`config.mk`:
```
export PLATFORM = sky130hd
export DESIGN_NAME = max_pool_2x2_stream_flat
export DESIGN_NICKNAME = d
export VERILOG_FILES = /design/src/rtl/max_pool_2x2_stream_if.sv /design/src/rtl/max_pool_2x2_stream.sv /design/src/flat_wrapper.sv
export SDC_FILE = /design/constraint.sdc
export NUM_CORES = 1
export LEC_CHECK = 0
export CAP_MARGIN = 5
export CORE_ASPECT_RATIO = 1.75
export CORE_UTILIZATION = 55
export CTS_CLUSTER_DIAMETER = 200
export DETAILED_ROUTE_END_ITERATION = 10
export PLACE_DENSITY_LB_ADDON = 0.3
export SYNTH_ARGS = -nofsm -noshare
export SYNTH_HDL_FRONTEND = slang
export SYNTH_SLANG_ARGS = --single-unit
```
`constraint.sdc`:
```
create_clock -name clk -period 11 [get_ports clk]
set_clock_uncertainty 0.2 [all_clocks]
set_input_delay 1.1 -clock clk [delete_from_list [all_inputs] [get_ports clk]]
set_output_delay 1.1 -clock clk [all_outputs]
set_load 0.01 [all_outputs]
```
`src/rtl/max_pool_2x2_stream_if.sv`:
```
`default_nettype none
// ============================================================================
//  Module      : max_pool_2x2_stream_if
//  Description : Stream bundle between a feature-map producer and the 2x2
//                max-pooling stage.
//                  in_valid   : In_OFM carries a sample this cycle
//                  In_OFM     : input sample, unsigned, raster order
//                  out_valid  : Out_Pool holds a pooled result
//                  Out_Pool   : pooled maximum
//                  frame_done : pulse with the last pooled output of a frame
//                master = side feeding samples in and observing results,
//                slave  = the pooling stage itself.
//  Revision    : 1.0 - initial release
// ============================================================================
interface max_pool_2x2_stream_if #(
    parameter int DATA_W = 36
);
    logic              in_valid;
    logic [DATA_W-1:0] In_OFM;
    logic              out_valid;
    logic [DATA_W-1:0] Out_Pool;
    logic              frame_done;

    modport master (
        output in_valid,
        output In_OFM,
        input  out_valid,
        input  Out_Pool,
        input  frame_done
    );

    modport slave (
        input  in_valid,
        input  In_OFM,
        output out_valid,
        output Out_Pool,
        output frame_done
    );
endinterface
`default_nettype wire

```
`src/rtl/max_pool_2x2_stream.sv`:
```
`default_nettype none
// ============================================================================
//  Module      : max_pool_2x2_stream
//  Description : Streaming 2x2 max pooling, stride 1, over an IMG_W x IMG_H
//                raster-order feature map. A one-row line buffer plus a
//                one-sample delay builds each 2x2 window as samples arrive.
//  Ports       : clk    - rising-edge clock
//                rst_n  - asynchronous active-low reset
//                st     - stream bundle (slave side):
//                         in_valid/In_OFM in, out_valid/Out_Pool/frame_done
//                         out (all outputs registered, 1-cycle latency)
//  Revision    : 1.0 - initial release
// ============================================================================
module max_pool_2x2_stream #(
    parameter int DATA_W = 36,
    parameter int IMG_W  = 5,
    parameter int IMG_H  = 5
) (
    input  wire logic              clk,
    input  wire logic              rst_n,
    max_pool_2x2_stream_if.slave   st
);

    localparam int COL_W = (IMG_W > 1) ? $clog2(IMG_W) : 1;
    localparam int ROW_W = (IMG_H > 1) ? $clog2(IMG_H) : 1;
    localparam logic [COL_W-1:0] COL_LAST = COL_W'(IMG_W - 1);
    localparam logic [ROW_W-1:0] ROW_LAST = ROW_W'(IMG_H - 1);

    // ------------------------------------------------------------------
    // State
    // ------------------------------------------------------------------
    logic [COL_W-1:0]  col_q,       col_d;
    logic [ROW_W-1:0]  row_q,       row_d;
    logic [DATA_W-1:0] lb_q [IMG_W];
    logic [DATA_W-1:0] lb_d [IMG_W];
    logic [DATA_W-1:0] prev_top_q,  prev_top_d;
    logic [DATA_W-1:0] prev_cur_q,  prev_cur_d;
    logic              out_valid_q, out_valid_d;
    logic [DATA_W-1:0] out_pool_q,  out_pool_d;
    logic              frame_done_q, frame_done_d;

    // ------------------------------------------------------------------
    // Window datapath. lb_q[col_q] is read before this cycle's write, so
    // it still holds the sample directly above the incoming one.
    // ------------------------------------------------------------------
    logic [DATA_W-1:0] top_right;
    logic [DATA_W-1:0] max_top;
    logic [DATA_W-1:0] max_bot;
    logic [DATA_W-1:0] win_max;
    logic              window_ok;
    logic              col_wrap;
    logic              frame_last;

    assign top_right  = lb_q[col_q];
    assign max_top    = (prev_top_q > top_right) ? prev_top_q : top_right;
    assign max_bot    = (prev_cur_q > st.In_OFM) ? prev_cur_q : st.In_OFM;
    assign win_max    = (max_top > max_bot) ? max_top : max_bot;
    // Row 0 and column 0 have no complete window above/left of them.
    assign window_ok  = (row_q != '0) && (col_q != '0);
    assign col_wrap   = (col_q == COL_LAST);
    assign frame_last = col_wrap && (row_q == ROW_LAST);

    always_comb begin
        col_d        = col_q;
        row_d        = row_q;
        lb_d         = lb_q;
        prev_top_d   = prev_top_q;
        prev_cur_d   = prev_cur_q;
        out_valid_d  = 1'b0;
        out_pool_d   = '0;
        frame_done_d = 1'b0;

        if (st.in_valid) begin
            lb_d[col_q] = st.In_OFM;
            prev_cur_d  = st.In_OFM;
            prev_top_d  = top_right;

            if (window_ok) begin
                out_valid_d  = 1'b1;
                out_pool_d   = win_max;
                frame_done_d = frame_last;
            end

            if (col_wrap) begin
                col_d = '0;
                row_d = (row_q == ROW_LAST) ? '0 : row_q + 1'b1;
            end else begin
                col_d = col_q + 1'b1;
            end
        end
    end

    always_ff @(posedge clk or negedge rst_n) begin
        if (!rst_n) begin
            col_q        <= '0;
            row_q        <= '0;
            for (int i = 0; i < IMG_W; i++) begin
                lb_q[i] <= '0;
            end
            prev_top_q   <= '0;
            prev_cur_q   <= '0;
            out_valid_q  <= 1'b0;
            out_pool_q   <= '0;
            frame_done_q <= 1'b0;
        end else begin
            col_q        <= col_d;
            row_q        <= row_d;
            lb_q         <= lb_d;
            prev_top_q   <= prev_top_d;
            prev_cur_q   <= prev_cur_d;
            out_valid_q  <= out_valid_d;
            out_pool_q   <= out_pool_d;
            frame_done_q <= frame_done_d;
        end
    end

    assign st.out_valid  = out_valid_q;
    assign st.Out_Pool   = out_pool_q;
    assign st.frame_done = frame_done_q;

endmodule
`default_nettype wire

```
`src/flat_wrapper.sv`:
```
// flat-port wrapper written by rule: the top's interface ports become plain ports
module max_pool_2x2_stream_flat 
#(
    parameter int DATA_W = 36,
    parameter int IMG_W  = 5,
    parameter int IMG_H  = 5
)
  (clk, rst_n, st_in_valid, st_In_OFM, st_out_valid, st_Out_Pool, st_frame_done);
  max_pool_2x2_stream_if #(.DATA_W(DATA_W)) st_i ();
  input  wire logic clk;
  input  wire logic rst_n;
  input wire logic [$bits(st_i.in_valid)-1:0] st_in_valid;
  input wire logic [$bits(st_i.In_OFM)-1:0] st_In_OFM;
  output wire logic [$bits(st_i.out_valid)-1:0] st_out_valid;
  output wire logic [$bits(st_i.Out_Pool)-1:0] st_Out_Pool;
  output wire logic [$bits(st_i.frame_done)-1:0] st_frame_done;
  assign st_i.in_valid = st_in_valid;
  assign st_i.In_OFM = st_In_OFM;
  assign st_out_valid = st_i.out_valid;
  assign st_Out_Pool = st_i.Out_Pool;
  assign st_frame_done = st_i.frame_done;
  max_pool_2x2_stream #(.DATA_W(DATA_W), .IMG_W(IMG_W), .IMG_H(IMG_H)) u_core (.clk(clk), .rst_n(rst_n), .st(st_i));
endmodule
```
* Word-level counts from Yosys, hierarchy flattened
Cells that the tools add are included.
Word-level totals: bits in registers 296, bits of input ports 39, output and inout port bits 38, logic and storage cells 45
Operators by class: add/subtract/negate cells 2, $lt $le $gt $ge 5, equal/unequal tests 2, muxes and demuxes 17, bitwise logic cells 1, reductions and logical operators 6
Operator list (count):
- $mux W36 | 8
- $bwmux W180 | 1
- $bmux W36 S3 | 1
- $demux W36 S3 | 1
- $gt A36 B36 Y1 | 3
- $add A3 B1 Y3 const B | 2
- $eq A3 B3 Y1 const B | 2
- $mux W3 | 2
- $reduce_bool A3 Y1 | 2
- $ge A4 B4 Y1 const B | 1
- $lt A4 B1 Y1 const B | 1
- $mux W1 | 4
- $not A3 Y4 | 1
- $logic_and A1 B1 Y1 | 3
- $reduce_and A2 Y1 | 1

* Depth between registers and ports, before layout
word-level depth 10, depth in mapped cells 27, depth with buffers taken out 21

* Least setup slack after synthesis
No wires, ideal clock.
kind register -> register, start register u_core.col_q[2], end register u_core.out_pool_q[10], in the netlist u_core.st.Out_Pool[10], setup time 0.136 ns, arrival 5.253 ns, required time 10.664 ns, path slack 5.411 ns, cell stages (with the launch flop) 25, path buffers 5, clock period less this slack 5.589 ns, cell sequence dfrtp_1 -> clkbuf_1 -> nor2_1 -> clkbuf_1 -> buf_2 -> a21oi_1 -> o22ai_1 -> inv_1 -> ha_1 -> nand4_1 -> nor2_1 -> a21boi_0 -> o41ai_1 -> nand3_1 -> clkbuf_1 -> a21boi_0 -> nor2_1 -> ha_1 -> nand4_1 -> or2_1 -> nor4_2 -> a211oi_1 -> o21ai_1 -> buf_2 -> o32ai_2
On the way: longest elaborated chain between the ends 10, elaborated cells between the ends (all ways) 12, classes of those cells order compare: 2; mux: 7; bitwise: 1; reduce/logical: 2
RTL lines:
- start, declared | RTL line max_pool_2x2_stream.sv:32 | logic [COL_W-1:0] col_q, col_d;
- start signal, assigned | RTL line max_pool_2x2_stream.sv:106 | col_q <= col_d;
- $not A3 Y4 (implied by the code) | RTL line max_pool_2x2_stream.sv:54 | assign top_right = lb_q[col_q];
- $bmux W36 S3 | RTL line max_pool_2x2_stream.sv:54
- $mux W36 (implied by the code) (2 in series) | RTL line max_pool_2x2_stream.sv:54
- $gt A36 B36 Y1 | RTL line max_pool_2x2_stream.sv:55 | assign max_top = (prev_top_q > top_right) ? prev_top_q : top_right;
- $mux W36 | RTL line max_pool_2x2_stream.sv:55
- $gt A36 B36 Y1 | RTL line max_pool_2x2_stream.sv:57 | assign win_max = (max_top > max_bot) ? max_top : max_bot;
- $mux W36 | RTL line max_pool_2x2_stream.sv:57
- $mux W36 (*) | RTL line max_pool_2x2_stream.sv:78 | if (window_ok) begin
- $mux W36 (*) | RTL line max_pool_2x2_stream.sv:73 | if (st.in_valid) begin
- net u_core.out_pool_d[10] | RTL line max_pool_2x2_stream.sv:39 | logic [DATA_W-1:0] out_pool_q, out_pool_d;
- end signal, assigned | RTL line max_pool_2x2_stream.sv:112 | out_pool_q <= out_pool_d;
- end, declared | RTL line max_pool_2x2_stream.sv:39
The timed path passes the listed nets; every way through them passes the cells marked *. The select of a mux whose other input is x is not followed. A chain may end at the register's enable or synchronous reset.

* Final worst setup path
start register u_core.col_q[2], end register u_core.out_pool_q[3], in the netlist u_core.st.Out_Pool[3]
Same word-level chain as after synthesis.

==> results_dict.tcl <==
set metrics [dict create \
    cp_cell_sequence "buf_4 > nor2_4 > a21oi_1 > o22a_1 > ha_1 > nor2b_1 > o211ai_1 > a21boi_0 > o41ai_1 > nand3_1 > buf_4 > a21boi_0 > nor2_1 > ha_1 > a2111oi_0 > o21ai_0 > a31o_2 > a211oi_1 > or3b_2 > buf_4 > o32ai_1" \
    grt_usage 0.276 \
    status "completed" \
    rsz0062_at_grt "no" \
    cts_tree "done" \
    pin_count 77 \
    setup_tns_ps 0 \
    post-cts-setup-buffers 0 \
    setup_viol 0 \
    synth_ff_type "dfrtp_1" \
    fill_cells 2287 \
    synth_top_area_share 0.451 \
    drv_cap 0 \
    overflow 0 \
    dpl.hpwl_um 26800 \
    slew_viol_final 0 \
    hold_class "reg2reg" \
    worst-r2r-cell-count 21 \
    post_layout_nonfiller_instances 1879 \
    cts_hold_buf 0 \
    dieHeight_um 231 \
    syn-instance-count 1437 \
    yosys-top-cells-count "296 x dfrtp_1, 183 x mux2_2, 124 x a21oi_1, 114 x nor2_1, 112 x ha_1" \
    crit_path_start "u_core.col_q[2]" \
    crit_family "compound AO/OA/AOI/OAI gates" \
    critPathMaxFanout 44 \
    use_met1 0.326 \
    core_area_sq_mm 0.0294 \
    area_growth_pct 12.5 \
    cpMaxStageDelayCell "nor2_4" \
    avgRoutedWirePerCell_um 21.6 \
    rows 83 \
    gp_congestion 0.852 \
    regToRegSetupSlack_ps 2710 \
    setup_slack_ps 2710 \
    cp_num_cells 21 \
    endpoint_kind "register" \
    synth.avg_cell_area_sq_um 11.4 \
    vias 11600 \
    grt_max_degree 96 \
    cp-endpoint "u_core.st.Out_Pool[3]" \
    hold_viol 0 \
    synth-seq-area-share 0.451 \
    netlist_area_sq_mm 0.0164 \
    layout_min_cycle_time_ps 8290 \
    synth_nets 1588 \
    die-width_um 133 \
    drc_errors 0 \
    fmax_ghz 0.121 \
    clock_path_buffers 3 \
    grt_first_pass_wirelength_um 66000 \
    met2_usage 0.489 \
    max_slew_margin 0.223 \
    io_buffers 76 \
    dpl.cell_count 1828 \
    dp_worst_setup_slack_ps 2740 \
    antenna_found_initial 0 \
    dieArea_sq_mm 0.0306 \
    grt_pass1_vias 12200 \
    multiInputGateArea_sq_mm 0.00843 \
    r2r_end "u_core.st.Out_Pool[3]" \
    cts_root_buf "clkbuf_16" \
    netlist_top_cells_area "dfrtp_1 45%, mux2_2 13%, ha_1 8.5%, mux2i_1 4.7%, mux2i_4 4.0%" \
    drive_gt1_frac 0.217 \
    clk_latency_ps 570 \
    yosysUniqueCellTypes 53 \
    yosys_warnings 0 \
    busiest_layer "met2" \
    whs_ps 282 \
    reg2reg_from "u_core.col_q[2]" \
    ant_nets 0 \
    drtIter0Drc 660 \
    cts_htree_levels 1 \
    period_share 0.754 \
    firstDrtPassIters 5 \
    worst_ep_arrival_time_ps 8510 \
    required_ps 11210 \
    async_flop_share 1.00 \
    path_clk_slew_ps 70 \
    layout.nets 1627 \
    cts_resized 0 \
    critPathBufInv 3 \
    cpMostUsedCell "buf_4" \
    worstSetupStartpointType "register" \
    start_util 0.559 \
    crit_type "reg2reg" \
    cts_made_buffers 28 \
    grt.met3_usage 0.0338 \
    synth_top_cell_by_area "dfrtp_1" \
    layout.area.seq_sq_mm 0.00741 \
    synth-seq-cells 296 \
    synth-edff-count 0 \
    worst_slew_pin_slew_ps 1160 \
    slowest_delay_ps 990 \
    yosysMostFrequentCell "dfrtp_1" \
    via_per_inst 6.16 \
    wl_um 40500 \
    numClockSinks 296 \
]
==> state kept, by name, indices dropped and copies added (netlist names) <==
register              flops
u_core.col_q              3
u_core.st.frame_done      1
u_core.prev_top_q        36
u_core.row_q              3
u_core.st.Out_Pool       36
u_core.st.out_valid       1
u_core.lb_q             180
u_core.prev_cur_q        36
==> metal layers <==
layer	wire [um]	up-vias
li1	-	5301
met1	15800	5864
met2	20900	306
met3	1890	111
met4	2000	0
met5	0	-
==> metrics by stage <==
stage          utilization  instance area (sq um)
2_1_floorplan            -                  16400
6_report             0.629                  18500
3_5_place_dp         0.593                  17400
4_1_cts              0.629                  18500
3_3_place_gp         0.593                  17400
5_1_grt              0.629                  18500
==> cell families after synthesis <==
group,count (synthesis),synth area share
DFF,296,0.451
buffers and inverters,143,0.0400
and+or+nand+nor,288,0.0799
muxes,291,0.213
adders and majority gates,112,0.0852
AOI/OAI and AO/OA,307,0.131
==> worst register-to-register path, stage by stage (launching register included) <==
cell and delay [ps]:
dfrtp_2 390, buf_4 390, nor2_4 990, a21oi_1 250
o22a_1 270, ha_1 310, nor2b_1 130, o211ai_1 140
a21boi_0 110, o41ai_1 590, nand3_1 720, buf_4 480
a21boi_0 320, nor2_1 80, ha_1 340, a2111oi_0 390
o21ai_0 160, a31o_2 270, a211oi_1 410, or3b_2 540
buf_4 490, o32ai_1 170
==> worst min path at each step <==
| stage | startpoint | to | slack, ps | depth (start not counted) |
|---|---|---|---|---|
| final | u_core.lb_q[44] | u_core.lb_q[44] | 280 | 2 |
| after global routing | u_core.lb_q[68] | u_core.lb_q[68] | 300 | 2 |
| after CTS | u_core.lb_q[58] | u_core.lb_q[58] | 280 | 2 |
| after detailed placement | u_core.lb_q[58] | u_core.lb_q[58] | 270 | 2 |
| after global placement | u_core.lb_q[48] | u_core.lb_q[48] | 260 | 2 |
| after floorplan | u_core.lb_q[48] | u_core.lb_q[48] | 240 | 2 |
==> area by class of cell <==
type	count	share of cell area
sequential	296	0.401
clock inverter	13	0.0134
timing repair buffer	92	0.0485
tap	382	0.0259
clock buffer	37	0.0430
antenna	1	0.000135
inverter	60	0.0122
multi-input combinational	998	0.456
==> cells in the final DEF (no fill, tap or decap), types with 4 or more instances in the layout <==
cell type	n
bufinv_16	7
a221oi_1	6
inv_1	60
a21boi_1	4
nand4_1	23
a21o_1	4
nor3_1	43
clkbuf_1	4
o32ai_1	6
ha_1	112
o21ai_0	58
buf_4	16
mux2i_1	78
dfrtp_1	294
clkbuf_16	29
mux2i_4	30
clkbuf_8	4
clkdlybuf4s50_1	74
nand2_1	66
mux2_2	183
nand3_1	17
o22ai_1	12
o32ai_2	30
o22a_1	23
a21boi_0	23
nor2_1	113
a21oi_1	124
clkinv_2	4
Power is not shown: default switching activity piles up to over one toggle a cycle in this logic, so the estimate is an artifact.
